===== config.mk =====
export PLATFORM = sky130hd
export DESIGN_NAME = alu_ctrl_seq
export DESIGN_NICKNAME = d
export VERILOG_FILES = /design/src/rtl/alu_ctrl_seq.sv
export SDC_FILE = /design/constraint.sdc
export NUM_CORES = 1
export LEC_CHECK = 0
export ABC_AREA = 1
export CAP_MARGIN = 10
export CORE_MARGIN = 2
export CORE_UTILIZATION = 40
export DETAILED_ROUTE_END_ITERATION = 10
export HOLD_SLACK_MARGIN = 0.12
export PLACE_DENSITY = 0.77
export SYNTH_ARGS = -nofsm -noshare
export SYNTH_HDL_FRONTEND = slang
export SYNTH_SLANG_ARGS = --single-unit

===== constraint.sdc =====
create_clock -name clk -period 1.3 [get_ports clk]
set_input_delay 0.26 -clock clk [delete_from_list [all_inputs] [get_ports clk]]
set_output_delay 0.26 -clock clk [all_outputs]
set_load 0.1 [all_outputs]

===== src/rtl/alu_ctrl_seq.sv =====
// Registered, handshaked ALU-control decoder; expands iterative R-type ops into ITER_STEPS beats.
// Define ALUCTRL_TRAP_EN to flag undecodable opcodes through out_illegal.
module alu_ctrl_seq #(
  parameter int unsigned  CTRL_W     = 4,  // legal 4..6
  parameter int unsigned  ITER_STEPS = 4,  // legal 2..16
  localparam int unsigned STEP_W     = $clog2(ITER_STEPS)
) (
  input  logic              clk,
  input  logic              rst_n,
  input  logic              in_valid,
  output logic              in_ready,
  input  logic [5:0]        opcode,
  input  logic [5:0]        funct,
  output logic              out_valid,
  input  logic              out_ready,
  output logic [CTRL_W-1:0] aluC,
  output logic [STEP_W-1:0] out_step,
  output logic              out_last,
  output logic              out_iter,
  output logic              out_illegal
);

  localparam logic [STEP_W-1:0] LastStep = STEP_W'(ITER_STEPS - 1);

  typedef enum logic [1:0] {StEmpty, StSingle, StIter} state_e;

  state_e            state;
  logic [CTRL_W-1:0] dec_ctrl;
  logic              dec_iter;
  logic              dec_illegal;
  logic              accept;
  logic              beat_done;
  logic [STEP_W-1:0] step_nxt;

  always_comb begin
    dec_ctrl    = '0;
    dec_iter    = 1'b0;
    dec_illegal = 1'b0;
    if (opcode[5]) begin
      dec_ctrl = '0;
    end else if (opcode == 6'b000000) begin
      dec_ctrl = funct[CTRL_W-1:0];
      dec_iter = (funct[5:3] == 3'b011);
    end else if (opcode == 6'b001000 || opcode[5:4] == 2'b01) begin
      dec_ctrl = CTRL_W'(1);
    end else if (opcode == 6'b001001) begin
      dec_ctrl = CTRL_W'(5);
    end
`ifdef ALUCTRL_TRAP_EN
    // Illegal opcodes already fall through to aluC=0 and are never iterative.
    dec_illegal = (opcode[5:4] == 2'b00) && (opcode != 6'b000000) &&
                  (opcode != 6'b001000) && (opcode != 6'b001001);
`else
    dec_illegal = 1'b0;
`endif
  end

  assign out_valid = (state != StEmpty);
  // The final beat frees the slot in the same cycle, so ops chain with no bubble.
  assign in_ready  = !out_valid || (out_ready && out_last);
  assign accept    = in_valid && in_ready;
  assign beat_done = out_valid && out_ready;
  assign step_nxt  = out_step + STEP_W'(1);

  always_ff @(posedge clk or negedge rst_n) begin
    if (!rst_n) begin
      state       <= StEmpty;
      aluC        <= '0;
      out_step    <= '0;
      out_last    <= 1'b0;
      out_iter    <= 1'b0;
      out_illegal <= 1'b0;
    end else if (accept) begin
      state       <= dec_iter ? StIter : StSingle;
      aluC        <= dec_ctrl;
      out_step    <= '0;
      out_last    <= !dec_iter;
      out_iter    <= dec_iter;
      out_illegal <= dec_illegal;
    end else if (beat_done) begin
      unique case (state)
        StIter: begin
          if (out_last) begin
            state <= StEmpty;
          end else begin
            out_step <= step_nxt;
            out_last <= (step_nxt == LastStep);
          end
        end
        default: state <= StEmpty;
      endcase
    end
  end

endmodule

==> run_results.csv <==
group,metric,value,unit
worst_setup_path,reg2reg_slack,0.05,ns
worst_setup_path,r2r_cells,6,
detailed_routing,via_per_inst,4.60,
clock_tree,cts-buffers-inserted,3,
worst_setup_path,worst_ep_required_time,1.04,ns
place,pre_cts_ws,-0.139,ns
place,gp_congestion,0.767,
sta,rsz0062_at_grt,"yes",
final_layout,fin_cells,137,
synth,ys_seq_area_frac,0.405,
sta,slew_violations,0,
sta,whs,0.298,ns
power_and_ir_drop,peakVddDrop,0.000547,V
synth,synthCells,83,
grt,grt_use_total,0.186,
sta,setup_slack,-0.0576,ns
sta,setup_violations,2,
die,num_rows,14,
grt,grt_max_degree,11,
power_and_ir_drop,p_leak,0.000541,uW
clock_tree,cts_tree,"done",
synth,synthTopCellsByArea,"dfrtp_1 (40%), nand2_1 (15%), inv_1 (7.3%), nor2_1 (6.1%), nand3_1 (5.7%)",
detailed_routing,wire_per_inst,11.6,um
die,dieArea,1880,um2
worst_setup_path,crit_fanout,3,
die,core_area,1470,um2
grt,grt_overflow,0,
die,boundaryPins,27,
synth,syn-num-nets,100,
worst_setup_path,critPathArrivalTime,1.10,ns
final_layout,nNetsFinal,139,
status,status,"finished, violations left",
sta,hold_viol_final,0,
synth,ys_seq_elements,10,
grt,antenna_found_initial,0,
die,initial_core_util,0.420,
worst_setup_path,worstSetupEndpointType,"output pin",
final_layout,synthToLayoutAreaGrowth,83.6,%
status,violations,"negative setup slack",
grt,grt_pass1_wl,2550,um
place,port_buffers,25,
sta,fmaxAchievable,737,MHz
clock_tree,cts_sinks,10,
synth,netlist.area_leader.share,0.405,
detailed_routing,vias,630,
sta,min_period,1.36,ns
worst_setup_path,crit_slowest_cell,"dfrtp_1",
clock_tree,clock_path_buffers,2,
worst_setup_path,worstSetupPathType,"reg -> out",
clock_tree,clock_latency,0.27,ns
final_layout,final_common_cell,"nand2_1",
detailed_routing,wl,1590,um
worst_setup_path,cp_slowest_stage_delay,0.40,ns
clock_tree,cts_root_buf,"clkbuf_4",
worst_setup_path,rr_startpoint,"out_last",
die,die_h,43.3,um
clock_tree,cts_max_level,1,
synth,yosysTopAreaCell,"dfrtp_1",
final_layout,layout_common_cells,"nand2_1 (23), clkdlybuf4s50_1 (14), buf_12 (10)",
synth,syn_avg_cell_area,7.45,um2
worst_setup_path,cp-start-kind,"flip-flop",
job,timing.max_cap.violations,0,
detailed_routing,final_antenna_net_count,0,
clock_tree,ctsHoldBuffers,0,
final_layout,drive_gt1_frac,0.364,
place,dp_cells,127,
worst_setup_path,r2r_end,"state[0]",
detailed_routing,drt_pass1_iterations,4,
detailed_routing,drc,0,
hold_path,min_path_type,"in -> async",
final_layout,antenna_cells,0,
worst_setup_path,crit_top_cell,"nand2_8",
power_and_ir_drop,power,859,uW
place,hpwl,1180,um
synth,ys_warn_count,0,
clock_tree,clk_pin_slew_worst_paths,0.07,ns
detailed_routing,drt_iter0_drc,9,
sta,skew,0.00825,ns
grt,grt_pass1_vias,616,
synth,synth_area,618,um2
synth,ys_types,19,
sta,period_share,1.04,
worst_setup_path,cp_cell_sequence,"inv_2 > nand2_8 > nand2_8 > buf_12",
die,die_w,43.3,um
power_and_ir_drop,power.density,757,nW/um2
==> worst max path at each step <==
stage / start / to / depth (start not counted) / slack, ns
2_1_floorplan: out_last / state[0] / 5 / -0.06
4_1_cts: state[1] / in_ready / 4 / -0.03
5_1_grt: state[0] / in_ready / 4 / -0.07
3_3_place_gp: opcode[5] / out_iter / 6 / -0.1
6_report: state[0] / in_ready / 4 / -0.06
3_5_place_dp: out_ready / out_last / 6 / -0.14
==> cell families (layout without fill, tap and decap cells) <==
group | count (synthesis) | count (layout) | share of synthesized area
flip-flops | 10 | 10 | 0.405
AO/OA/AOI/OAI | 6 | 6 | 0.0587
other | 1 | 1 | 0.00607
adder cells (fa/ha/maj) | 1 | 1 | 0.0202
AND/OR/NAND/NOR | 51 | 51 | 0.415
buffers and inverters | 14 | 52 | 0.0951
==> flip-flops by register name, summed over array words and instances (netlist names) <==
signal / cells
aluC: 4
out_iter: 1
out_last: 1
out_step: 2
state: 2
==> per-stage QoR <==
| stage | utilization | area, um2 | TNS, ns |
|---|---|---|---|
| 2_1_floorplan | - | 658 | -0.250 |
| 3_3_place_gp | 0.714 | 1050 | -0.740 |
| 3_5_place_dp | 0.714 | 1050 | -1.15 |
| 4_1_cts | 0.757 | 1110 | -0.0460 |
| 5_1_grt | 0.771 | 1130 | -0.103 |
| 6_report | 0.771 | 1130 | -0.0660 |
==> routing by layer <==
metal / up-vias / track usage / routed length (um)
li1: 332 / - / -
met1: 280 / 0.251 / 697
met2: 16 / 0.301 / 815
met3: 2 / 0.0255 / 66
met4: 0 / 0.0727 / 8
met5: - / 0 / 0
==> worst max-delay path: cells and delay by family, from the launching register on <==
family / cells / cell delay [ns]
flops: 1 / 0.40
buf+inv: 2 / 0.29
simple gates: 2 / 0.14
==> repair_timing <==
item | in CTS | in global routing
endpoints found under the setup margin | 1 | 7
gates resized for setup | 1 | 4
buffers inserted | 5 | 1
pin swaps | 2 | 0
==> cell usage after synthesis, drive strengths merged <==
| cell type | n |
|---|---|
| a21boi | 1 |
| a21oi | 1 |
| buf | 1 |
| conb | 1 |
| dfrtp | 10 |
| ha | 1 |
| inv | 13 |
| nand2 | 28 |
| nand3 | 8 |
| nand3b | 1 |
| nand4 | 1 |
| nor2 | 13 |
| o21ai | 4 |
==> where the power goes <==
group	total, uW	internal (uW)	switching [uW]
logic	310	131	179
clock network	222	118	103
registers	327	319	7.75
==> final cells by class <==
cell class / count / area [um2]
multi-input cells: 59 / 353
clock buffers: 4 / 26.3
flip-flops and latches: 10 / 256
fillers: 94 / 337
inverters: 13 / 51.3
repair buffers: 35 / 428
well taps: 16 / 20.0
(Power assumes the default switching activity.)
